==> src/rtl/tone_pkg.sv <==
// Shared constants, burst FSM states and the half-period helper for the
// multi-channel tone generator.
package tone_pkg;

  localparam int unsigned CLK_HZ   = 125_000_000;
  localparam int unsigned HALF_392 = 159439;
  localparam int unsigned HALF_110 = 568182;

  typedef enum logic [1:0] {
    BURST_IDLE,
    BURST_BUSY,
    BURST_DONE
  } burst_state_e;

  // Rounded half-period in clock cycles for a tone of freq_hz.
  function automatic int unsigned half_of(input int unsigned freq_hz);
    return (CLK_HZ + freq_hz) / (2 * freq_hz);
  endfunction

endpackage

==> src/rtl/tone_div.sv <==
// Half-period divider with a toggle flop; restart or a zero half-period
// forces the count to zero and the output low.
module tone_div
  import tone_pkg::*;
#(
  parameter int DIV_W = 20
) (
  input  logic             clk,
  input  logic             rst,
  input  logic             restart,
  input  logic [DIV_W-1:0] half,
  output logic             tone
);

  logic [DIV_W-1:0] cnt_q, cnt_d;
  logic             tone_q, tone_d;

  always_comb begin
    cnt_d  = cnt_q + DIV_W'(1);
    tone_d = tone_q;
    if (restart || half == '0) begin
      cnt_d  = '0;
      tone_d = 1'b0;
    end else if (cnt_q >= half - DIV_W'(1)) begin
      cnt_d  = '0;
      tone_d = ~tone_q;
    end
  end

  always_ff @(posedge clk) begin
    if (rst) begin
      cnt_q  <= '0;
      tone_q <= 1'b0;
    end else begin
      cnt_q  <= cnt_d;
      tone_q <= tone_d;
    end
  end

  assign tone = tone_q;

endmodule

==> src/rtl/tone_gen_multi.sv <==
// Multi-channel square-wave tone generator: programmable half-period table,
// lowest-index enable priority, one-shot timed bursts and glitch-free restart.
module tone_gen_multi
  import tone_pkg::*;
#(
  parameter  int N_TONES = 4,
  parameter  int DIV_W   = 20,
  parameter  int DUR_W   = 28,
  localparam int IDX_W   = (N_TONES > 1) ? $clog2(N_TONES) : 1
) (
  input  logic               clk,
  input  logic               rst,
  input  logic               cfg_we,
  input  logic [IDX_W-1:0]   cfg_idx,
  input  logic [DIV_W-1:0]   cfg_half,
  input  logic [N_TONES-1:0] en,
  input  logic               burst_start,
  input  logic [IDX_W-1:0]   burst_idx,
  input  logic [DUR_W-1:0]   burst_len,
  output logic               burst_busy,
  output logic               burst_done,
  output logic               active,
  output logic [IDX_W-1:0]   active_idx,
  output logic               tone_out
);

  function automatic logic [DIV_W-1:0] defaultHalf(input int i);
    return (i == 0) ? DIV_W'(HALF_392) : (i == 1) ? DIV_W'(HALF_110) : '0;
  endfunction

  logic [DIV_W-1:0] table_q [N_TONES];
  logic [DIV_W-1:0] table_d [N_TONES];
  burst_state_e     state_q, state_d;
  logic [DUR_W-1:0] rem_q, rem_d;
  logic [IDX_W-1:0] burstIdx_q, burstIdx_d;
  logic             selValid_q, selValid_d;
  logic [IDX_W-1:0] selIdx_q, selIdx_d;
  logic             active_q, active_d;
  logic [IDX_W-1:0] activeIdx_q, activeIdx_d;
  logic             busyNext, restart;
  logic [DIV_W-1:0] divHalf;

  always_comb begin
    for (int i = 0; i < N_TONES; i++) begin
      table_d[i] = table_q[i];
      if (cfg_we && cfg_idx == IDX_W'(i)) table_d[i] = cfg_half;
    end
  end

  // rem_q holds the busy cycles still to come after the current one.
  always_comb begin
    state_d    = state_q;
    rem_d      = rem_q;
    burstIdx_d = burstIdx_q;
    case (state_q)
      BURST_BUSY: begin
        if (rem_q == '0) state_d = BURST_DONE;
        else             rem_d   = rem_q - DUR_W'(1);
      end
      default: begin
        state_d = BURST_IDLE;
        if (burst_start) begin
          if (burst_len == '0) begin
            state_d = BURST_DONE;
          end else begin
            state_d    = BURST_BUSY;
            rem_d      = burst_len - DUR_W'(1);
            burstIdx_d = burst_idx;
          end
        end
      end
    endcase
  end

  assign busyNext = (state_d == BURST_BUSY);

  // Selection is resolved against next-cycle table and burst state so the
  // registered outputs line up with the edge that sampled the request.
  always_comb begin
    selValid_d = 1'b0;
    selIdx_d   = '0;
    if (busyNext) begin
      selValid_d = 1'b1;
      selIdx_d   = burstIdx_d;
    end else begin
      for (int i = N_TONES - 1; i >= 0; i--) begin
        if (en[i] && table_d[i] != '0) begin
          selValid_d = 1'b1;
          selIdx_d   = IDX_W'(i);
        end
      end
    end
    active_d    = selValid_d && (table_d[selIdx_d] != '0);
    activeIdx_d = active_d ? selIdx_d : '0;
    restart     = (selValid_d != selValid_q) || (selIdx_d != selIdx_q) ||
                  (busyNext != (state_q == BURST_BUSY)) ||
                  (cfg_we && selValid_d && cfg_idx == selIdx_d);
  end

  always_ff @(posedge clk) begin
    if (rst) begin
      for (int i = 0; i < N_TONES; i++) table_q[i] <= defaultHalf(i);
      state_q     <= BURST_IDLE;
      rem_q       <= '0;
      burstIdx_q  <= '0;
      selValid_q  <= 1'b0;
      selIdx_q    <= '0;
      active_q    <= 1'b0;
      activeIdx_q <= '0;
    end else begin
      for (int i = 0; i < N_TONES; i++) table_q[i] <= table_d[i];
      state_q     <= state_d;
      rem_q       <= rem_d;
      burstIdx_q  <= burstIdx_d;
      selValid_q  <= selValid_d;
      selIdx_q    <= selIdx_d;
      active_q    <= active_d;
      activeIdx_q <= activeIdx_d;
    end
  end

  assign divHalf = active_q ? table_q[selIdx_q] : '0;

  tone_div #(.DIV_W(DIV_W)) uDiv (
    .clk     (clk),
    .rst     (rst),
    .restart (restart),
    .half    (divHalf),
    .tone    (tone_out)
  );

  assign burst_busy = (state_q == BURST_BUSY);
  assign burst_done = (state_q == BURST_DONE);
  assign active     = active_q;
  assign active_idx = activeIdx_q;

endmodule

==> config.mk <==
export PLATFORM = sky130hd
export DESIGN_NAME = tone_gen_multi
export DESIGN_NICKNAME = d
export VERILOG_FILES = /design/src/rtl/tone_pkg.sv /design/src/rtl/tone_div.sv /design/src/rtl/tone_gen_multi.sv
export SDC_FILE = /design/constraint.sdc
export NUM_CORES = 1
export LEC_CHECK = 0
export CAP_MARGIN = 20
export CORE_MARGIN = 10
export CORE_UTILIZATION = 45
export CTS_CLUSTER_SIZE = 24
export DETAILED_ROUTE_END_ITERATION = 10
export PLACE_DENSITY = 0.74
export SYNTH_ARGS = -nofsm -noshare
export SYNTH_HDL_FRONTEND = slang
export SYNTH_SLANG_ARGS = --single-unit
==> constraint.sdc <==
create_clock -name clk -period 8.1 [get_ports clk]
set_input_delay 1.62 -clock clk [delete_from_list [all_inputs] [get_ports clk]]
set_output_delay 1.62 -clock clk [all_outputs]
set_load 0.01 [all_outputs]
==> summary.txt, run 1 <==
Status -> complete, no violations
Hold-fix buffers, CTS -> 0
Number of global-route vias before repair -> 7394
FILL cells -> 1691
Final worst slack -> 3.212 ns
Post-synthesis compound-gate area fraction -> 15.96%
Max_slew headroom -> 30.97%
Gpl congestion -> 0.9171
Register area share after synthesis -> 33.33%
Multi-input gate area -> 0.005265 mm2
Pwr Density -> 200.9 mW/mm2
Drt first pass iters -> 6
Met2 global-route usage -> 29.85%
Internal Power -> 1312 uW
Post-Syn Area -> 0.008349 mm2
Required time of the critical path -> 8.45 ns
GRT overflow -> 0
Synthesized instance count -> 1062
Leak Pwr -> 0.003578 uW
Core Area -> 0.01809 mm2
Measured slew at the worst slew-check pin -> 1.035 ns
Post-synth top area share -> 33.33%
Distinct cell type count after synthesis -> 69
Slowest cell on crit path -> nor2_1
HP Class -> flip-flop to flip-flop
TNS Setup -> 0 ns
Initial antenna violation count -> 2
Layout area overhead -> 16.30%
Critical Path Max Stage Delay -> 0.60 ns
Main combinational cell family by area after synthesis -> simple AND/OR/NAND/NOR gates
Met1 GRT Util -> 26.18%
Worst setup path class -> primary input to flip-flop
Register area -> 0.002783 mm2
Horiz. Die Dim -> 156.2 um
Post-Synth XOR/XNOR Area -> 4.511%
Simple-gate share of the synthesized area -> 30.42%
Met3 Usage GRT -> 2.988%
Post-synth EDFFs -> 0
Total die area -> 0.02440 mm2
CTS tree -> yes
Final HPWL DP -> 16960 um
Sw Share -> 32.74%
Via count -> 7930
Via/cell ratio -> 5.913
Num rows -> 49
Routed wire length -> 23760 um
H-tree Lvls -> 4
Unrepaired setup endpoints after global routing -> false
Setup slack at placement -> 2.892 ns
Yosys reg bits -> 139
Crit path DAT -> 5.24 ns
Clock Root Buffer -> clkbuf_16
Final hold viol count -> 0
Drt drc -> 0
Most common cell after layout, fill and taps aside -> nand2_1
Starting Density -> 46.16%
VDD IR max -> 0.1460 mV
Final nets -> 1180
Setup bufs post-CTS -> 0
Net Sw Power -> 638.9 uW
Commonest cells after routing, fill and taps aside -> nand2_1, dfxtp_1, a21oi_1, nor2_1, clkdlybuf4s50_1
Share of layout cells above drive strength 1 -> 7.207%
Post-CTS resize count -> 0
Port bufs -> 65
Comb power frac -> 22.2%
Worst-path clk slew -> 0.07 ns
CTS sink count -> 139
Ys flop type -> dfxtp_1
CTS max path bufs -> 2
Min Tclk post-route -> 4.888 ns
Cell Chain, Critical Path -> clkdlybuf4s50_1, nor3_1, nand4_1, o21a_1, nor2_1, buf_4, nand3_1, mux2i_1, nor3_1, o311ai_2, buf_4, nor3b_1
Wire length per cell -> 17.72 um
Most used routing layer -> met2
Final period utilization -> 60.35%
Final-report max-slew violation count -> 0
Final Util -> 53.69%
Avg Cell Area, Syn -> 7.862 um2
Final setup viols -> 0
Clock skew -> 0.01358 ns
Mux share of post-synthesis cell area -> 8.632%
Placed cell count -> 1307
CP Max Fanout -> 21
IO Count -> 66
Endpoint class of the critical path -> flip-flop
Synth area leaders -> dfxtp_1, nand2_1, a21oi_1, nor2_1, ha_1
Yosys warnings -> 0
First-pass GRT wire length -> 38450 um
Seq pwr share -> 38.2%
Startpoint types -> primary input
Die H -> 156.2 um
Layout Cells excl Fill -> 1341
Starting DRC count in detailed routing -> 843
ANT nets after route -> 0
Largest net degree at the start of global routing -> 93
Later-pin clock latency in the skew report -> 0.43 ns
Yosys top cell by area -> dfxtp_1
Post-Syn Nets -> 1145
Ys async rst share -> 0%
CTS Buf Count -> 17
Total track usage -> 19.28%
Clock share of power -> 39.6%
Max-Cap Viols -> 0
Achievable Freq -> 0.2046 GHz
Adder-Cell Fraction of Synth Area -> 3.447%
## metal layers
layer	up-vias	wire, um
li1	3871	-
met1	3708	10640
met2	302	10850
met3	49	1569
met4	0	694
met5	-	0
## synth_stat cells, types with 12 or more instances
library cell and instances:
dfxtp_1 139, o21ai_0 33, ha_1 23, nand2_1 259, mux2i_1 21, or3_1 12, a21oi_1 94, nand4_1 14
nor3_1 22, nor2_1 82, clkbuf_1 49, nand3b_1 31, nand3_1 25, xnor2_1 29, nor4_1 31, xor2_1 14
## worst paths after layout
check	start	end	slack, ns	cells past startpoint
worst max-delay path	burst_len[2]	uDiv.cnt_q[0]$_SDFF_PP0_	3.21	12
worst min-delay path	burstIdx_q[0]$_SDFF_PP0_	burstIdx_q[0]$_SDFF_PP0_	0.46	2
worst max register to register	selIdx_q[1]$_SDFF_PP0_	uDiv.tone$_SDFFE_PP0P_	3.28	19
worst min register to register	burstIdx_q[0]$_SDFF_PP0_	burstIdx_q[0]$_SDFF_PP0_	0.46	2
## cells by family after synthesis
group | after synthesis
compound gates | 210
flops | 139
buf+inv | 70
fa+ha+maj | 23
simple gates | 534
mux | 43
xor+xnor | 43
## critical path, delay by kind of cell
family                 cells  cell delay, ns
AND/OR/NAND/NOR            6            1.82
buffers and inverters      3            1.01
AO/OA/AOI/OAI              2            0.62
multiplexers               1            0.15
## metrics by stage
stage / total power (uW) / cell area (um2) / hold WS [ns]
after floorplan: 1056 / 8349 / 0.4366
after global placement: 1175 / 9106 / 0.4462
after detailed placement: 1185 / 9106 / 0.4521
after CTS: 1953 / 9706 / 0.4617
after global routing: 2044 / 9711 / 0.4847
final: 1951 / 9711 / 0.4573
## registers in the layout, summed over array words and instances (netlist names), 2 cells and up
register,count
table_q,80
rem_q,28
uDiv.cnt_q,20
state_q,2
active_idx,2
burstIdx_q,2
selIdx_q,2
## cell type report
cell class | count | share of cell area, %
multi-input cells | 853 | 54.22
flip-flops and latches | 139 | 28.66
repair buffers | 77 | 7.602
clock buffers | 17 | 4.381
well taps | 229 | 2.951
clock inverters | 15 | 1.791
inverters | 9 | 0.3479
diodes | 2 | 0.05154
## power groups by stage
stage	Clock [uW]	Sequential, uW	Combinational (uW)
2_1_floorplan	0	754	302
3_3_place_gp	0	760	416
3_5_place_dp	0	760	424
4_1_cts	780	745	428
5_1_grt	816	750	478
6_report	773	746	432
Note: power is estimated with default switching activity, not from simulation.
==> inputs of run 2 (changes only) <==
--- a/config.mk
+++ b/config.mk
@@ -10,7 +10,7 @@
 export CORE_UTILIZATION = 45
 export CTS_CLUSTER_SIZE = 24
 export DETAILED_ROUTE_END_ITERATION = 10
-export PLACE_DENSITY = 0.74
+export PLACE_DENSITY = 0.77
 export SYNTH_ARGS = -nofsm -noshare
 export SYNTH_HDL_FRONTEND = slang
 export SYNTH_SLANG_ARGS = --single-unit
==> constraint.sdc (replaced) <==
create_clock -name clk -period 4.2 [get_ports clk]
set_input_delay 0.84 -clock clk [delete_from_list [all_inputs] [get_ports clk]]
set_output_delay 0.84 -clock clk [all_outputs]
set_load 0.01 [all_outputs]
==> run 2 against run 1 <==
  * Clock skew is 0.0068 ns lower
  * Sequential share of layout area is 0.90 points lower
  * Non-clock buffer count is 35 higher
  * Sequential cell count stayed put
  * Total power is 94% higher
  * Clock-buffer cell count is 1 higher
  * Design area is 3.4% higher
  * Via count is 2.5% higher
  * Die area stayed put
  * Largest power group is now sequential cells
==> summary.txt, run 2 (same netlist as run 1, synthesis figures left out) <==
CP endpoint -> uDiv.cnt_q[0]$_SDFF_PP0_ (unchanged)
Routed wire length -> 24800 um (was 23760 um)
CTS max path bufs -> 2 (unchanged)
Final period utilization -> 96.46%
CP Max Fanout -> 8 (was 21)
Required time of the critical path -> 4.55 ns (was 8.45 ns)
R2r endpoint -> uDiv.cnt_q[0]$_SDFF_PP0_ (was uDiv.tone$_SDFFE_PP0P_)
CP startpoint -> selIdx_q[1]$_SDFF_PP0_ (was burst_len[2])
Starting Density -> 46.16% (unchanged)
Final HPWL DP -> 17550 um (was 16960 um)
FILL cells -> 1629 (was 1691)
Later-pin clock latency in the skew report -> 0.43 ns (about the same)
Horiz. Die Dim -> 156.2 um (unchanged)
Final-report max-slew violation count -> 0 (unchanged)
CTS sink count -> 139 (unchanged)
Clock skew -> 0.006745 ns (was 0.01358 ns)
Worst setup path class -> flip-flop to flip-flop (was primary input to flip-flop)
Layout area overhead -> 20.29% (was 16.30%)
Port bufs -> 65 (unchanged)
Final hold viol count -> 0 (unchanged)
Achievable Freq -> 0.2468 GHz
Diode count -> 0 (was 2)
Drt first pass iters -> 5 (was 6)
Reg with most FFs -> table_q (unchanged)
Pwr Density -> 376.6 mW/mm2 (was 200.9 mW/mm2)
First-pass GRT wire length -> 39380 um (was 38450 um)
Via/cell ratio -> 5.917 (was 5.913)
Clock Root Buffer -> clkbuf_16 (unchanged)
Num rows -> 49 (unchanged)
Most common cell after layout, fill and taps aside -> nand2_1 (unchanged)
Total die area -> 0.02440 mm2 (unchanged)
Starting DRC count in detailed routing -> 839 (was 843)
Worst-path clk slew -> 0.07 ns (about the same)
Total track usage -> 19.84% (was 19.28%)
Cell Chain, Critical Path -> buf_12, mux4_2, or3_4, o31ai_4, and3_4, nand2_4, or3_1, a32oi_1, ha_1, a21oi_1, nor2_1, a211oi_2, o21ai_1, nor2_1, o31a_1, buf_6, nor3b_2 (was clkdlybuf4s50_1, nor3_1, nand4_1, o21a_1, nor2_1, buf_4, nand3_1, mux2i_1, nor3_1, o311ai_2, buf_4, nor3b_1)
CTS tree -> yes (unchanged)
GRT overflow -> 0 (unchanged)
Final Util -> 55.53% (was 53.69%)
Slowest cell on crit path -> mux4_2 (was nor2_1)
ANT nets after route -> 0 (unchanged)
WL met1 -> 10830 um (was 10640 um)
Number of global-route vias before repair -> 7600 (was 7394)
Leak Pwr -> 0.003766 uW (was 0.003578 uW)
Measured slew at the worst slew-check pin -> 1.008 ns (was 1.035 ns)
Reg2reg setup slack -> 0.15 ns (was 3.28 ns)
Min Tclk post-route -> 4.051 ns
Most used cell, CP -> nor2_1
VDD IR max -> 0.2718 mV (was 0.1460 mV)
Max_slew headroom -> 32.60% (was 30.97%)
Crit path DAT -> 4.40 ns (was 5.24 ns)
Status -> complete, no violations (unchanged)
Met2 wire len -> 11140 um (was 10850 um)
R2R cell count -> 17 (was 19)
Max layer used -> met4 (unchanged)
Largest net degree at the start of global routing -> 68 (was 93)
Critical Path Max Stage Delay -> 0.55 ns (was 0.60 ns)
Core Area -> 0.01809 mm2 (unchanged)
Endpoint class of the critical path -> flip-flop (unchanged)
Wire length per cell -> 18.05 um (was 17.72 um)
Drt drc -> 0 (unchanged)
Startpoint types -> flip-flop (was primary input)
Flip-flop count of the largest register after layout -> 80 (unchanged)
H-tree Lvls -> 4 (unchanged)
IO Count -> 66 (unchanged)
Final nets -> 1215 (was 1180)
Hold_ws -> 0.4598 ns (was 0.4573 ns)
Commonest cells after routing, fill and taps aside -> nand2_1, dfxtp_1, a21oi_1, nor2_1, clkdlybuf4s50_1 (unchanged)
Met3 wire length -> 2168 um (was 1569 um)
Final setup viols -> 0 (unchanged)
Unrepaired setup endpoints after global routing -> true (was false)
Top flop regs -> table_q x80, rem_q x28, uDiv.cnt_q x20 (unchanged)
Reg2reg start -> selIdx_q[1]$_SDFF_PP0_ (unchanged)
Initial antenna violation count -> 0 (was 2)
HP Class -> flip-flop to flip-flop (unchanged)
Share of layout cells above drive strength 1 -> 11.35% (was 7.207%)
CTS Buf Count -> 17 (unchanged)
Register area -> 0.002788 mm2 (was 0.002783 mm2)
Max-Cap Viols -> 0 (unchanged)
Via count -> 8130 (was 7930)
Die H -> 156.2 um (unchanged)
Multi-input gate area -> 0.005308 mm2 (was 0.005265 mm2)
Gpl congestion -> 0.9420 (was 0.9171)
run 2: cell types whose count changed in the layout (fill, tap and decap cells not counted), sizes merged:
cell	change
clkinv	-2
clkbuf	+2
buf	+34
diode	-2
clkinvlp	+1
run 2: power by group:
| group | internal, uW | total [uW] | switching (uW) |
|---|---|---|---|
| Combinational | 394 | 879 | 485 |
| Clock | 794 | 1450 | 653 |
| Sequential | 1380 | 1460 | 74.4 |
run 2: metal layers:
layer  up-vias  track usage, %
li1       3935               -
met1      3766           26.67
met2       382           30.48
met3        47           4.441
met4         0           7.416
met5         -               0
run 2: worst max-delay path: cells and delay by family, from the launching register on:
family | cells | cell delay (ns)
multiplexers | 1 | 0.55
AO/OA/AOI/OAI | 6 | 1.06
AND/OR/NAND/NOR | 7 | 1.40
adder cells (fa/ha/maj) | 1 | 0.27
buffers and inverters | 2 | 0.30
flip-flops | 1 | 0.39
run 2: metrics by stage:
stage               setup TNS, ns  setup WS [ns]  total power (uW)  area, um2  cells
floorplan                       0         0.1911              2037       8349   1062
global placement           -1.534       -0.08398              2283       9301   1328
detailed placement         -1.244       -0.07034              2300       9301   1328
CTS                             0        0.01980              3735       9866   1360
global route               -1.891        -0.1172              3946      10040   1374
finish                          0         0.1488              3782      10040   1374
run 2: worst min-delay path by stage:
| stage | from | to | slack, ns | depth (start not counted) |
|---|---|---|---|---|
| CTS | burstIdx_q[0]$_SDFF_PP0_ | burstIdx_q[0]$_SDFF_PP0_ | 0.46 | 2 |
| global placement | burstIdx_q[0]$_SDFF_PP0_ | burstIdx_q[0]$_SDFF_PP0_ | 0.44 | 2 |
| floorplan | burstIdx_q[0]$_SDFF_PP0_ | burstIdx_q[0]$_SDFF_PP0_ | 0.44 | 2 |
| global route | burstIdx_q[0]$_SDFF_PP0_ | burstIdx_q[0]$_SDFF_PP0_ | 0.49 | 2 |
| detailed placement | burstIdx_q[0]$_SDFF_PP0_ | burstIdx_q[0]$_SDFF_PP0_ | 0.45 | 2 |
| finish | burstIdx_q[0]$_SDFF_PP0_ | burstIdx_q[0]$_SDFF_PP0_ | 0.46 | 2 |
run 2: final cells by class:
cell class                 instances  area share [%]
timing repair buffer             112           10.59
sequential                       139           27.76
clock inverter                    14           1.246
clock buffer                      18           4.373
tap                              229           2.853
inverter                           9          0.3364
multi-input combinational        853           52.85
run 2: what timing repair did:
item,CTS,global route
resized for setup,0,23
setup endpoints to repair,0,21
setup buffers,0,12
hold buffers,0,0
==> inputs of run 3 (changes only) <==
--- a/config.mk
+++ b/config.mk
@@ -8,6 +8,7 @@
 export CAP_MARGIN = 20
 export CORE_MARGIN = 10
 export CORE_UTILIZATION = 45
+export CTS_BUF_LIST = sky130_fd_sc_hd__clkbuf_2 sky130_fd_sc_hd__clkbuf_4 sky130_fd_sc_hd__clkbuf_8
 export CTS_CLUSTER_SIZE = 24
 export DETAILED_ROUTE_END_ITERATION = 10
 export PLACE_DENSITY = 0.77
==> constraint.sdc (replaced) <==
create_clock -name clk -period 4.2 [get_ports clk]
set_input_delay 0.84 -clock clk [delete_from_list [all_inputs] [get_ports clk]]
set_output_delay 0.84 -clock clk [all_outputs]
set_load 0.05 [all_outputs]
==> run 3 against run 2 <==
  * Non-clock buffer count up 4
  * Critical path depth did not move
  * Sequential cell count did not move
  * Total power down 9.7%
  * Maximum frequency decreased by 2.0%
  * Critical path type unchanged
  * Largest cell class unchanged
  * Highest routed layer unchanged
==> summary.txt, run 3 (same netlist as run 1, synthesis figures left out) <==
First-pass GRT wire length -> 39150 um (was 39380 um)
Final period utilization -> 98.41% (was 96.46%)
Num rows -> 49 (unchanged)
Later-pin clock latency in the skew report -> 0.48 ns (was 0.43 ns)
Final setup viols -> 0 (unchanged)
Multi-input gate area -> 0.005294 mm2 (was 0.005308 mm2)
Final-report max-slew violation count -> 0 (unchanged)
Required time of the critical path -> 4.60 ns (was 4.55 ns)
Reg2reg start -> selIdx_q[1]$_SDFF_PP0_ (unchanged)
Startpoint types -> flip-flop (unchanged)
Hold_ws -> 0.4680 ns (was 0.4598 ns)
Achievable Freq -> 0.2419 GHz (was 0.2468 GHz)
Wire length per cell -> 18.02 um (was 18.05 um)
Port bufs -> 65 (unchanged)
Final nets -> 1219 (was 1215)
Final HPWL DP -> 17570 um (was 17550 um)
Setup slack at placement -> -0.1059 ns (was -0.07034 ns)
Via/cell ratio -> 5.985 (was 5.917)
Total track usage -> 19.79% (was 19.84%)
Reg2reg setup slack -> 0.07 ns (was 0.15 ns)
VDD IR max -> 0.2266 mV (was 0.2718 mV)
Hold-fix buffers, CTS -> 0 (unchanged)
Starting DRC count in detailed routing -> 820 (was 839)
HP Class -> flip-flop to flip-flop (unchanged)
Most common cell after layout, fill and taps aside -> nand2_1 (unchanged)
Endpoint class of the critical path -> flip-flop (unchanged)
H-tree Lvls -> 4 (unchanged)
Worst-path clk slew -> 0.09 ns (was 0.07 ns)
FILL cells -> 1632 (was 1629)
Max-Cap Viols -> 0 (unchanged)
Clock Root Buffer -> clkbuf_8 (was clkbuf_16)
Layout Cells excl Fill -> 1378 (was 1374)
Die H -> 156.2 um (unchanged)
Post-placement cell area -> 0.009289 mm2 (was 0.009301 mm2)
Drt drc -> 0 (unchanged)
WHS Endpoint -> burstIdx_q[0]$_SDFF_PP0_ (unchanged)
Gpl congestion -> 0.9593 (was 0.9420)
Final hold viol count -> 0 (unchanged)
CTS max path bufs -> 2 (unchanged)
GRT overflow -> 0 (unchanged)
Drt first pass iters -> 6 (was 5)
Crit path DAT -> 4.54 ns (was 4.40 ns)
Clock skew -> 0.01652 ns (was 0.006745 ns)
Min Tclk post-route -> 4.133 ns (was 4.051 ns)
Worst setup path class -> flip-flop to flip-flop (unchanged)
IO Count -> 66 (unchanged)
Share of layout cells above drive strength 1 -> 11.31% (was 11.35%)
Number of global-route vias before repair -> 7415 (was 7600)
ANT nets after route -> 0 (unchanged)
Diode count -> 0 (unchanged)
CP Max Fanout -> 8 (unchanged)
R2r endpoint -> uDiv.cnt_q[0]$_SDFF_PP0_ (unchanged)
Tot Pwr -> 3414 uW (was 3782 uW)
Core Area -> 0.01809 mm2 (unchanged)
Status -> complete, no violations (unchanged)
Commonest cells after routing, fill and taps aside -> nand2_1, dfxtp_1, a21oi_1, nor2_1, clkdlybuf4s50_1 (unchanged)
Placed cell count -> 1328 (unchanged)
Measured slew at the worst slew-check pin -> 0.9573 ns (was 1.008 ns)
Register area -> 0.002786 mm2 (was 0.002788 mm2)
Initial antenna violation count -> 0 (unchanged)
CTS sink count -> 139 (unchanged)
Final worst slack -> 0.06672 ns (was 0.1488 ns)
Total die area -> 0.02440 mm2 (unchanged)
Top flop regs -> table_q x80, rem_q x28, uDiv.cnt_q x20 (unchanged)
Leak Pwr -> 0.003698 uW (was 0.003766 uW)
Design Area, Final -> 0.009861 mm2 (was 0.01004 mm2)
Max_slew headroom -> 36.00% (was 32.60%)
Flip-flop count of the largest register after layout -> 80 (unchanged)
Layout area overhead -> 18.10% (was 20.29%)
CTS tree -> yes (unchanged)
Hold path startpoint -> burstIdx_q[0]$_SDFF_PP0_ (unchanged)
Routed wire length -> 24830 um (was 24800 um)
Pwr Density -> 346.2 mW/mm2 (was 376.6 mW/mm2)
Starting Density -> 46.16% (unchanged)
Unrepaired setup endpoints after global routing -> true (unchanged)
Via count -> 8248 (was 8130)
Horiz. Die Dim -> 156.2 um (unchanged)
Hold Crit Depth -> 2 (unchanged)
R2R cell count -> 17 (unchanged)
CTS Buf Count -> 17 (unchanged)
Largest net degree at the start of global routing -> 78 (was 68)
Reg with most FFs -> table_q (unchanged)
## run 3: cell types whose count changed in the layout (fill, tap and decap cells not counted), moves of 2 or more
| cell | delta |
|---|---|
| nor2_2 | -3 |
| nand2_1 | +2 |
| buf_4 | +3 |
| buf_6 | +2 |
| nor2_1 | +3 |
| clkbuf_8 | +17 |
| clkbuf_16 | -17 |
## run 3: worst max-delay path by stage
stage | from | endpoint | slack (ns) | cells past startpoint
finish | selIdx_q[1]$_SDFF_PP0_ | uDiv.cnt_q[0]$_SDFF_PP0_ | 0.07 | 17
global route | selIdx_q[1]$_SDFF_PP0_ | uDiv.cnt_q[0]$_SDFF_PP0_ | -0.16 | 17
CTS | selIdx_q[1]$_SDFF_PP0_ | uDiv.cnt_q[0]$_SDFF_PP0_ | 0.02 | 19
detailed placement | cfg_half[15] | uDiv.cnt_q[0]$_SDFF_PP0_ | -0.11 | 11
global placement | cfg_half[15] | uDiv.cnt_q[0]$_SDFF_PP0_ | -0.06 | 11
floorplan | selIdx_q[0]$_SDFF_PP0_ | uDiv.cnt_q[0]$_SDFF_PP0_ | 0.19 | 18
## run 3: what timing repair did
| item | CTS | global route |
|---|---|---|
| setup endpoints to repair | 0 | 21 |
| gates resized for setup | 0 | 19 |
| buffers inserted | 0 | 16 |
| hold endpoints to repair | 0 | 0 |
## run 3: metrics by stage
step	TNS, ns	util [%]
3_3_place_gp	-1.093	51.36
2_1_floorplan	0	-
5_1_grt	-2.557	54.52
6_report	0	54.52
3_5_place_dp	-1.964	51.36
4_1_cts	0	53.41
## run 3: cell type report
cell class / count / area share [%]
multi-input combinational: 853 / 53.69
sequential: 139 / 28.26
timing repair buffer: 116 / 11.04
tap: 229 / 2.906
clock buffer: 18 / 2.512
clock inverter: 14 / 1.256
inverter: 9 / 0.3426
## run 3: power by group
| part | internal, uW | switching (uW) |
|---|---|---|
| Sequential | 1380 | 72.8 |
| Combinational | 404 | 505 |
| Clock | 445 | 606 |
## run 3: metal layers
metal	global-route usage, %	share of wire (%)
met1	27.43	44
met2	29.20	45
met3	5.099	9.0
met4	6.697	2.2
met5	0	0
## run 3: worst max-delay path, cell delays in order, from the launching register on
cell	delay, ns
dfxtp_4	0.37
buf_12	0.13
mux4_2	0.53
or3_4	0.44
o31ai_4	0.30
and3_4	0.26
nand2_4	0.07
or3_1	0.31
a32oi_1	0.23
ha_1	0.28
a21oi_1	0.14
nor2_1	0.06
a211oi_1	0.16
o21ai_1	0.08
nor2_1	0.09
o31a_1	0.28
buf_6	0.17
nor3b_2	0.16
==> RTL edit 1: new RTL, config.mk and constraints of run 2 <==
Register the inputs `cfg_we`, `cfg_idx`, `cfg_half` and `en` before use. The logic sees them one clock later.
--- a/src/rtl/tone_gen_multi.sv
+++ b/src/rtl/tone_gen_multi.sv
@@ -24,6 +24,18 @@
   output logic               tone_out
 );
 
+  logic cfg_we_q;
+  logic [IDX_W-1:0] cfg_idx_q;
+  logic [DIV_W-1:0] cfg_half_q;
+  logic [N_TONES-1:0] en_q;
+
+  always_ff @(posedge clk) begin
+    cfg_we_q   <= cfg_we;
+    cfg_idx_q  <= cfg_idx;
+    cfg_half_q <= cfg_half;
+    en_q       <= en;
+  end
+
   function automatic logic [DIV_W-1:0] defaultHalf(input int i);
     return (i == 0) ? DIV_W'(HALF_392) : (i == 1) ? DIV_W'(HALF_110) : '0;
   endfunction
@@ -43,7 +55,7 @@
   always_comb begin
     for (int i = 0; i < N_TONES; i++) begin
       table_d[i] = table_q[i];
-      if (cfg_we && cfg_idx == IDX_W'(i)) table_d[i] = cfg_half;
+      if (cfg_we_q && cfg_idx_q == IDX_W'(i)) table_d[i] = cfg_half_q;
     end
   end
 
@@ -84,7 +96,7 @@
       selIdx_d   = burstIdx_d;
     end else begin
       for (int i = N_TONES - 1; i >= 0; i--) begin
-        if (en[i] && table_d[i] != '0) begin
+        if (en_q[i] && table_d[i] != '0) begin
           selValid_d = 1'b1;
           selIdx_d   = IDX_W'(i);
         end
@@ -94,7 +106,7 @@
     activeIdx_d = active_d ? selIdx_d : '0;
     restart     = (selValid_d != selValid_q) || (selIdx_d != selIdx_q) ||
                   (busyNext != (state_q == BURST_BUSY)) ||
-                  (cfg_we && selValid_d && cfg_idx == selIdx_d);
+                  (cfg_we_q && selValid_d && cfg_idx_q == selIdx_d);
   end
 
   always_ff @(posedge clk) begin
Check against the original RTL: not equivalent (Yosys sat finds a counterexample within 4 cycles, from zero or initial values and one cycle with rst high).
==> RTL edit 1 against run 2 <==
Sequential cell count grew 27. Final area grew 8.6%. Die area grew 7.0%. Count of clock-buffer cells in the layout shrank 1. Clock skew grew 0.0077 ns. Highest routed layer unchanged. Routed wire length grew 3.9%. Power grew 7.4%. Synthesized area grew 8.1%. Via count grew 8.6%. Setup slack lost 0.089 ns.
==> RTL edit 1: results <==
{
  "seq_area_frac_synth_pct": 36.8,
  "top_power_group": "sequential cells",
  "sw_frac_of_total_pct": 31.4,
  "dp.cells": 1425,
  "synth.area.top_cells": "dfxtp_1, nand2_1, a21oi_1, mux4_2, nor4_1",
  "clockBufferDepth": 2,
  "grt_max_degree": 72,
  "biggestRegsByFlops": "table_q x80, rem_q x28",
  "grt_use_total_pct": 19.3,
  "final_nets": 1275,
  "status": "finished clean",
  "synthDistinctLibCells": 67,
  "async_flop_share_pct": 0,
  "synthTopCellsByCount": "nand2_1, dfxtp_1, a21oi_1, nor2_1, nor4_1",
  "dpl_cell_area_um2": 10100,
  "synth_ff_type": "dfxtp_1",
  "port_buffers": 65,
  "cp.arrival_ns": 4.48,
  "cp_max_fo": 7,
  "drt-initial-drc-count": 714,
  "gp_congestion": 0.929,
  "pg_comb_uw": 738,
  "synth_fp_nets": 1202,
  "grt_pass1_wl_um": 42200,
  "place_hpwl_um": 18000,
  "syn_inst": 1119,
  "place_ws_ns": -0.0835,
  "slew-limit-headroom_pct": 47.5,
  "ir_drop_v": 0.000315,
  "via_per_inst": 6.00,
  "grt_pass1_vias": 8240,
  "cts_resized": 9,
  "powerDensity_nw_per_um2": 372,
  "yosysWarnings": 0,
  "holdWs_ns": 0.477,
  "cp_slowest_stage_delay_ns": 0.50,
  "finalCriticalPeriod_ns": 4.14,
  "p_leak_nw": 4.04,
  "seq_power_share_pct": 42.5,
  "layout-drive-gt1-share_pct": 13.0,
  "diodes": 0,
  "fin_skew_ns": 0.0145,
  "wl_um": 25800,
  "cts_root_buf": "clkbuf_16",
  "rrSetupSlack_ns": 0.06,
  "wl_per_cell_um": 17.5
}
## RTL edit 1: changes by cell type in the layout (fill, tap and decap cells not counted), sizes merged, moves of 6 or more
cell	delta
buf	+12
nor3	+7
nor2b	-6
a31oi	+8
a21oi	+14
o2111ai	+9
dfxtp	+27
nor4	+30
xnor2	-13
nor2	-16
nand2b	+7
## RTL edit 1: cell families (layout without fill, tap and decap cells)
logic type	Yosys count	after routing	synth area share [%]
flops	166	166	36.8
fa+ha+maj	23	23	3.19
xor+xnor	34	34	3.30
mux	47	47	8.19
compound gates	236	236	16.4
simple gates	535	535	28.5
buf+inv	78	164	3.58
## RTL edit 1: layout make-up
cell class	count	area, um^2
clock buffers	17	425
clock inverters	15	181
fillers	1769	8690
inverters	9	33.8
multi-input cells	875	5470
flip-flops and latches	166	3330
well taps	265	332
repair buffers	123	1140
## RTL edit 1: worst max-delay path: cells and delay by family, from the launching register on
kind	cells	cell delay, ns
DFF	1	0.39
muxes	1	0.50
AOI/OAI and AO/OA	6	1.05
adders and majority gates	1	0.19
xor gates and xnor gates	1	0.14
and+or+nand+nor	6	1.40
buffers and inverters	3	0.37
## RTL edit 1: path summary, 6_finish.rpt
check                 from  depth (start not counted)       endpoint
min reg2reg  table_q[3][2]                          2  table_q[3][2]
max            selIdx_q[0]                         18  uDiv.cnt_q[6]
max reg2reg    selIdx_q[0]                         18  uDiv.cnt_q[6]
min          table_q[3][2]                          2  table_q[3][2]
## RTL edit 1: metal layers
layer / vias up / global-route usage [%] / part of all wire [%]
met5: - / 0 / 0
met4: 0 / 6.62 / 1.9
met3: 42 / 3.38 / 6.1
met2: 361 / 30.6 / 46
met1: 4218 / 25.8 / 46
li1: 4206 / - / -
==> RTL edit 2: new RTL, flow settings as in run 2 <==
Made on the original files. `N_TONES`: 4 -> 2.
--- a/src/rtl/tone_gen_multi.sv
+++ b/src/rtl/tone_gen_multi.sv
@@ -3,7 +3,7 @@
 module tone_gen_multi
   import tone_pkg::*;
 #(
-  parameter  int N_TONES = 4,
+  parameter  int N_TONES = 2,
   parameter  int DIV_W   = 20,
   parameter  int DUR_W   = 28,
   localparam int IDX_W   = (N_TONES > 1) ? $clog2(N_TONES) : 1
Interface: changed (resized active_idx, burst_idx, cfg_idx and en); port bits go from 66 to 61. No check against the original RTL was run, so the function may have changed too.
==> RTL edit 2 against run 2 <==
Synthesized area decreased by 19%. Non-clock buffer count decreased by 30. Via count decreased by 17%. Sequential power decreased by 29%. Sequential cell count decreased by 43. Critical path type unchanged. Routed wire length decreased by 22%. Largest power group unchanged. Power decreased by 35%. Setup slack improved by 0.18 ns. Sequential share of layout area decreased by 3.3 points. Worst hold slack improved by 0.018 ns. Count of clock-buffer cells in the layout decreased by 9. Final area decreased by 22%. First-iteration DRC count decreased by 18%. Maximum frequency increased by 4.8%.
==> RTL edit 2: results <==
{
  "dpl_cell_area_um2": 7530,
  "dp.cells": 1096,
  "worstSkewPairLatency_ns": 0.36,
  "seq_area_frac_synth_pct": 28.4,
  "synthAdderAreaFrac_pct": 4.26,
  "syn_inst": 879,
  "synth.mux.area_fraction_pct": 6.64,
  "status": "finished clean",
  "cp_max_fo": 24,
  "cts_made_buffers": 9,
  "final_nets": 1002,
  "via_per_inst": 6.10,
  "cp_slowest_stage_delay_ns": 0.38,
  "grt_pass1_vias": 6196,
  "fin_skew_ns": 0.0108,
  "port_buffers": 60,
  "synthXorXnorAreaFrac_pct": 4.28,
  "ir_drop_v": 0.000220,
  "place_hpwl_um": 14300,
  "layout-drive-gt1-share_pct": 10.3,
  "place_ws_ns": 0.227,
  "gp_congestion": 0.937,
  "p_leak_nw": 2.85,
  "grt_use_total_pct": 18.9,
  "cp.arrival_ns": 4.11,
  "htreeDepth": 3,
  "wl_per_cell_um": 17.4,
  "grt_max_degree": 76,
  "synth_compound_area_share_pct": 20.3,
  "synthTopCellsByCount": "nand2_1, dfxtp_1, nor2_1, a21oi_1",
  "grt_pass1_wl_um": 31700,
  "synth_fp_nets": 958,
  "worst_slew_pin_slew_ns": 0.987,
  "vias": 6783,
  "drt-initial-drc-count": 684,
  "synth.area.top_cells": "dfxtp_1, nand2_1, a21oi_1, ha_1, mux2_2",
  "synthDistinctLibCells": 68
}
[RTL edit 2: per-layer routing]
| layer | wire [um] | vias up | track usage [%] |
|---|---|---|---|
| met5 | 0 | - | 0 |
| met2 | 8580 | 272 | 28.8 |
| met3 | 1530 | 36 | 4.44 |
| met4 | 395 | 0 | 5.70 |
| li1 | - | 3331 | - |
| met1 | 8870 | 3144 | 25.7 |
[RTL edit 2: worst paths after layout]
kind	from	endpoint	slack, ns	depth (start not counted)
max	selIdx_q	uDiv.cnt_q[19]	0.33	15
min	table_q[1][14]	table_q[1][14]	0.48	2
max reg2reg	selIdx_q	uDiv.cnt_q[19]	0.33	15
min reg2reg	table_q[1][14]	table_q[1][14]	0.48	2
[RTL edit 2: cell type report]
| class | count | area, um^2 | share of cell area, % |
|---|---|---|---|
| Multi-Input combinational cell | 720 | 4590 | 58.5 |
| Sequential cell | 96 | 1920 | 24.5 |
| Timing Repair Buffer | 82 | 764 | 9.74 |
| Tap cell | 184 | 230 | 2.93 |
| Clock buffer | 9 | 225 | 2.87 |
| Clock inverter | 7 | 62.6 | 0.797 |
| Inverter | 14 | 52.6 | 0.670 |
[RTL edit 2: report_power, final]
part | total (mW) | switching (mW) | internal [mW]
combinational | 0.601 | 0.347 | 0.254
sequential | 1.03 | 0.0652 | 0.961
clock | 0.819 | 0.404 | 0.415
[RTL edit 2: worst min-delay path: cells and delay by family, from the launching register on]
family | cells | cell delay (ns)
AND/OR/NAND/NOR | 1 | 0.06
AO/OA/AOI/OAI | 1 | 0.05
flip-flops | 1 | 0.33
[RTL edit 2: per-stage QoR]
stage	power, mW	hold slack, ns
CTS	2.45	0.477
global route	2.56	0.507
finish	2.45	0.477
detailed placement	1.63	0.466
global placement	1.63	0.460
floorplan	1.44	0.446
